$ cat src/rtl/lsu_pkg.sv
// Shared encodings and types for the LSU word-memory port.
package lsu_pkg;

  localparam logic [1:0] SZ_BYTE = 2'b00;
  localparam logic [1:0] SZ_HALF = 2'b01;
  localparam logic [1:0] SZ_WORD = 2'b10;
  localparam logic [1:0] SZ_RSVD = 2'b11;

  typedef enum logic [2:0] {IDLE, RD, CAP, WR, RESP} state_e;

  // Request as captured at acceptance; addr is already masked to 4 KiB.
  typedef struct packed {
    logic        we;
    logic [1:0]  size;
    logic        sgn;
    logic [11:0] addr;
    logic        err;
  } lsu_req_t;

endpackage

$ cat src/rtl/lsu_lane_fmt.sv
// Little-endian lane extraction/extension for loads and byte/half merge for stores.
module lsu_lane_fmt
  import lsu_pkg::*;
(
  input  logic [1:0]  size_i,
  input  logic        sgn_i,
  input  logic [1:0]  off_i,
  input  logic [31:0] mem_word_i,
  input  logic [31:0] wdata_i,
  output logic [31:0] ld_data_o,
  output logic [31:0] st_word_o
);

  logic [7:0]  byte_sel;
  logic [15:0] half_sel;

  always_comb begin
    byte_sel  = mem_word_i[{off_i, 3'b000} +: 8];
    half_sel  = off_i[1] ? mem_word_i[31:16] : mem_word_i[15:0];
    ld_data_o = mem_word_i;
    st_word_o = mem_word_i;
    case (size_i)
      SZ_BYTE: begin
        ld_data_o = {{24{sgn_i & byte_sel[7]}}, byte_sel};
        st_word_o[{off_i, 3'b000} +: 8] = wdata_i[7:0];
      end
      SZ_HALF: begin
        ld_data_o = {{16{sgn_i & half_sel[15]}}, half_sel};
        if (off_i[1]) st_word_o[31:16] = wdata_i[15:0];
        else          st_word_o[15:0]  = wdata_i[15:0];
      end
      default: begin
        ld_data_o = mem_word_i;
        st_word_o = wdata_i;
      end
    endcase
  end

endmodule

$ cat src/rtl/lsu_mem_port.sv
// LSU port onto a 1K x 32 synchronous-read word memory; sub-word stores do read-modify-write.
// Define LSU_ALIGN_CHECK_EN to flag misaligned/reserved-size requests instead of masking them.
module lsu_mem_port
  import lsu_pkg::*;
(
  input  logic        clk,
  input  logic        rst,
  input  logic        req_valid,
  output logic        req_ready,
  input  logic        req_we,
  input  logic [1:0]  req_size,
  input  logic        req_signed,
  input  logic [31:0] req_addr,
  input  logic [31:0] req_wdata,
  output logic        resp_valid,
  output logic [31:0] resp_rdata,
  output logic        resp_err,
  output logic [9:0]  mem_addr,
  output logic [31:0] mem_din,
  output logic        mem_we,
  input  logic [31:0] mem_dout
);

  state_e      state_q, state_d;
  lsu_req_t    op_q;
  logic [31:0] wr_word_q, rdata_q;
  logic [1:0]  size_n;
  logic        err_n;
  logic [11:0] addr_n;
  logic        accept;
  logic [31:0] ld_data, st_word;

  // Upper address bits alias within the 4 KiB window.
  logic unused_addr_hi;
  assign unused_addr_hi = ^req_addr[31:12];

  always_comb begin
`ifdef LSU_ALIGN_CHECK_EN
    size_n = req_size;
    err_n  = ((req_size == SZ_HALF) && req_addr[0]) ||
             ((req_size == SZ_WORD) && (req_addr[1:0] != 2'b00)) ||
             (req_size == SZ_RSVD);
`else
    size_n = (req_size == SZ_RSVD) ? SZ_WORD : req_size;
    err_n  = 1'b0;
`endif
    addr_n = req_addr[11:0];
    if (size_n == SZ_HALF)      addr_n[0]   = 1'b0;
    else if (size_n != SZ_BYTE) addr_n[1:0] = 2'b00;
  end

  assign accept = req_valid && (state_q == IDLE);

  always_comb begin
    state_d = state_q;
    case (state_q)
      IDLE: if (req_valid) begin
        if (err_n)                              state_d = RESP;
        else if (req_we && (size_n == SZ_WORD)) state_d = WR;
        else                                    state_d = RD;
      end
      RD:      state_d = CAP;
      CAP:     state_d = op_q.we ? WR : RESP;
      WR:      state_d = RESP;
      RESP:    state_d = IDLE;
      default: state_d = IDLE;
    endcase
  end

  always_ff @(posedge clk or posedge rst) begin
    if (rst) begin
      state_q   <= IDLE;
      op_q      <= '0;
      wr_word_q <= '0;
      rdata_q   <= '0;
    end else begin
      state_q <= state_d;
      if (accept) begin
        op_q      <= '{we: req_we, size: size_n, sgn: req_signed, addr: addr_n, err: err_n};
        wr_word_q <= req_wdata;
      end
      // mem_dout holds the word addressed during RD.
      if (state_q == CAP) begin
        if (op_q.we) wr_word_q <= st_word;
        else         rdata_q   <= ld_data;
      end
    end
  end

  lsu_lane_fmt u_fmt (
    .size_i     (op_q.size),
    .sgn_i      (op_q.sgn),
    .off_i      (op_q.addr[1:0]),
    .mem_word_i (mem_dout),
    .wdata_i    (wr_word_q),
    .ld_data_o  (ld_data),
    .st_word_o  (st_word)
  );

  assign req_ready  = (state_q == IDLE);
  assign resp_valid = (state_q == RESP);
  assign resp_err   = (state_q == RESP) && op_q.err;
  assign resp_rdata = rdata_q;
  assign mem_we     = (state_q == WR);
  assign mem_din    = (state_q == WR) ? wr_word_q : '0;
  assign mem_addr   = ((state_q == RD) || (state_q == WR)) ? op_q.addr[11:2] : '0;

endmodule

$ cat config.mk
export PLATFORM = sky130hd
export DESIGN_NAME = lsu_mem_port
export DESIGN_NICKNAME = d
export VERILOG_FILES = /design/src/rtl/lsu_pkg.sv /design/src/rtl/lsu_lane_fmt.sv /design/src/rtl/lsu_mem_port.sv
export SDC_FILE = /design/constraint.sdc
export NUM_CORES = 1
export LEC_CHECK = 0
export ABC_CLOCK_PERIOD_IN_PS = 8600
export CAP_MARGIN = 15
export CORE_AREA = 2 2 104 106
export DETAILED_ROUTE_END_ITERATION = 16
export DIE_AREA = 0 0 106 108
export GPL_TIMING_DRIVEN = 0
export PLACE_DENSITY = 0.91
export SLEW_MARGIN = 20
export SYNTH_ARGS = -nofsm -noshare
export SYNTH_HDL_FRONTEND = slang
export SYNTH_SLANG_ARGS = --single-unit
$ cat constraint.sdc
create_clock -name clk -period 8.6 [get_ports clk]
set_clock_uncertainty 0.2 [all_clocks]
set_input_delay 1.29 -clock clk [delete_from_list [all_inputs] [get_ports clk]]
set_output_delay 1.29 -clock clk [all_outputs]
set_load 0.02 [all_outputs]
==> results.cfg <==
[sta]
fmax_ghz = 0.237
period_needed_ns = 4.23
rsz0062_at_grt = false
hold_viol_final = 0
slew_viol_final = 0
worst_pin_slew_ns = 0.698
finalSetupViolCount = 0
min_period_over_period_pct = 49.2
slew_headroom_pct = 53.4
finalHoldWorstSlack_ns = 0.270
fin_setup_tns_ns = 0

[drt]
drc = 0
wl_per_cell_um = 21.3
drt_iter0_markers = 350
totalWireLength_um = 18000
viasPerCell = 6.08
ant_nets = 0
vias = 5137
first_pass_iters = 6

[worst_setup_path]
crit_chain = buf_2 -> nor2b_1 -> clkbuf_1 -> and3_1 -> clkdlybuf4s50_1
reg2reg_to = wr_word_q[26]$_DFFE_PP0P_
cp_data_arrival_time_ns = 2.74
startpoint_type = flip-flop
critical-path-top-delay-family = buffers and inverters
r2r_slack_ns = 5.82
cp-endpoint = mem_din[10]
crit_path_top_delay_cell = clkdlybuf4s50_1
r2r-start = op_q[1]$_DFFE_PP0N_
path_buf_inv = 3
cp_max_fo = 10
max_stage_delay_ns = 0.61
crit_cells = 5
crit_start = state_q[0]$_DFFE_PP0P_
required_ns = 7.11
reg2regPathDepth = 8
critPathCaptureType = primary output
crit_type = reg -> out

[clock_tree]
post-cts-setup-buffers = 0
cts_htree_levels = 3
numCtsBuffers = 9
cts_tree = built
cts_resized = 0
cts_num_sinks = 83
clockBufferDepth = 2
clk_latency_ns = 0.38
clockRootBuffer = clkbuf_8
clkTransAtPathRegs_ns = 0.08
ctsHoldBuffers = 0

[global_route]
grt_use_total_pct = 31.4
grt_antenna_before_repair = 0
overflow = 0
grt_pass1_vias = 5099
grt_pass1_wl_um = 27100
grt_max_degree = 47

[finish]
drive_gt1_share_pct = 10.7
seq_area_um2 = 2080
final_cells = 845
multi_input_area_um2 = 2580
fin_nets = 812
syn_to_final_growth_pct = 41.3
fin_area_um2 = 6930
fillerInstances = 833
n_antenna_cell = 0

[logic_synthesis]
ys_ff_latch = 83
yosysSeqAreaShare_pct = 42.4
syn_area_per_cell_um2 = 9.20
synth_ff_type = dfrtp_1
syn_nets = 641
ys_async_sr_fraction_pct = 100
yosysWarnings = 0
synthCells = 533
synth_area_um2 = 4900
synth_edf_count = 0
ys_types = 50

[die]
die_y_um = 108
initial_core_util_pct = 47.9
pin_count = 181
dieArea_um2 = 11400
num_rows = 37
core_area_um2 = 10200
die_w_um = 106

[place]
dp_hpwl_um = 13600
dp_cells = 829
io_buffers = 159
gp_congestion = 0.998
postPlaceCellArea_um2 = 6700

[power]
p_clk_share_pct = 13.5
swShare_pct = 44.2
p_per_area_nw_per_um2 = 357
p_leak_uw = 0.00284
power_frac_seq_pct = 30.1
pwr-share-comb_pct = 56.5
ir_drop_mv = 0.195
total_power_uw = 2470
p_int_uw = 1380
power_switching_uw = 1090

[job]
cap_viol_max_count = 0

[worst_hold_path]
hold_path_class = reg -> reg

[run_status]
status = finished, final reports clean
-- metrics by stage --
stage / util (%) / worst slack, ns
2_1_floorplan: - / 4.97
3_3_place_gp: 65.1 / 3.74
3_5_place_dp: 65.4 / 4.83
4_1_cts: 67.7 / 4.41
5_1_grt: 67.7 / 4.31
6_report: 67.7 / 4.37
-- cells by family (layout without fill, tap and decap cells) --
group	after synthesis	after routing	share of synthesized area [%]
and+or+nand+nor	196	196	19.8
AOI/OAI and AO/OA	168	168	23.7
DFF	83	83	42.4
buffers and inverters	53	229	4.92
muxes	27	27	7.81
adders and majority gates	5	5	1.28
other	1	1	0.0765
-- per-layer routing --
metal / global-route usage (%) / share of wire, %
met3: 6.39 / 9.7
met4: 16.1 / 4.7
met2: 49.3 / 45
met1: 41.4 / 41
met5: 0 / 0
-- power by group through the flow --
stage	Combinational (uW)	Clock, uW	Sequential, uW
5_1_grt	1500	349	760
3_3_place_gp	1320	0	736
3_5_place_dp	1370	0	744
6_report	1400	333	743
2_1_floorplan	784	0	787
4_1_cts	1380	335	736
-- cell usage in the layout (no fill, tap or decap), types with 7 or more instances in the layout --
cell | Yosys | routed
and2_1 | 11 | 11
clkbuf_1 | 27 | 27
clkdlybuf4s50_1 | 0 | 159
o21a_1 | 16 | 16
clkbuf_8 | 0 | 11
a21oi_1 | 34 | 34
mux2_2 | 20 | 20
o221ai_1 | 8 | 8
and3_1 | 34 | 34
nor2_1 | 59 | 59
a221oi_1 | 17 | 17
a22oi_1 | 21 | 21
buf_2 | 10 | 10
nand2_1 | 64 | 64
dfrtp_1 | 83 | 83
mux4_2 | 7 | 7
o21ai_0 | 26 | 26
o22ai_1 | 23 | 23
-- Yosys cell counts, drive strengths merged, types with 3 or more instances --
cell type | count | area [um^2]
mux2 | 20 | 225
a21o | 6 | 45.0
a221oi | 17 | 149
nand2 | 65 | 251
a22oi | 21 | 158
o221ai | 8 | 70.1
nand3 | 4 | 20.0
buf | 19 | 114
o21a | 16 | 120
clkbuf | 27 | 101
o22ai | 23 | 144
inv | 7 | 26.3
and2 | 11 | 68.8
o21ai | 28 | 140
nand2b | 3 | 18.8
o221a | 6 | 67.6
mux4 | 7 | 158
dfrtp | 83 | 2080
ha | 5 | 62.6
a21oi | 35 | 179
and3 | 34 | 213
nor2 | 59 | 221
-- layout make-up --
class	instances	share of cell area (%)
well taps	136	2.46
clock inverters	5	1.21
inverters	7	0.415
flip-flops and latches	83	30.0
multi-input cells	397	37.3
clock buffers	11	2.18
plain buffers	46	3.11
repair buffers	160	23.4
-- worst min-delay path by stage --
stage | start | end | slack (ns) | cells after the start
floorplan | op_q[10]$_DFFE_PP0N_ | op_q[10]$_DFFE_PP0N_ | 0.24 | 2
global placement | op_q[8]$_DFFE_PP0N_ | op_q[8]$_DFFE_PP0N_ | 0.25 | 2
detailed placement | op_q[3]$_DFFE_PP0N_ | op_q[3]$_DFFE_PP0N_ | 0.25 | 2
CTS | op_q[3]$_DFFE_PP0N_ | op_q[3]$_DFFE_PP0N_ | 0.27 | 2
finish | op_q[3]$_DFFE_PP0N_ | op_q[3]$_DFFE_PP0N_ | 0.27 | 2
global route | op_q[10]$_DFFE_PP0N_ | op_q[10]$_DFFE_PP0N_ | 0.29 | 2
-- registers in the layout (all words and copies together) (netlist names) --
| name | flops |
|---|---|
| wr_word_q | 32 |
| resp_rdata | 32 |
| op_q | 16 |
| state_q | 3 |
-- worst min-delay path, cell delays in order (launching register included) --
cell and delay, ns:
dfrtp_1 0.34, nand2_1 0.05, nand2_1 0.05
No activity file was read; power rests on OpenSTA's default activity.
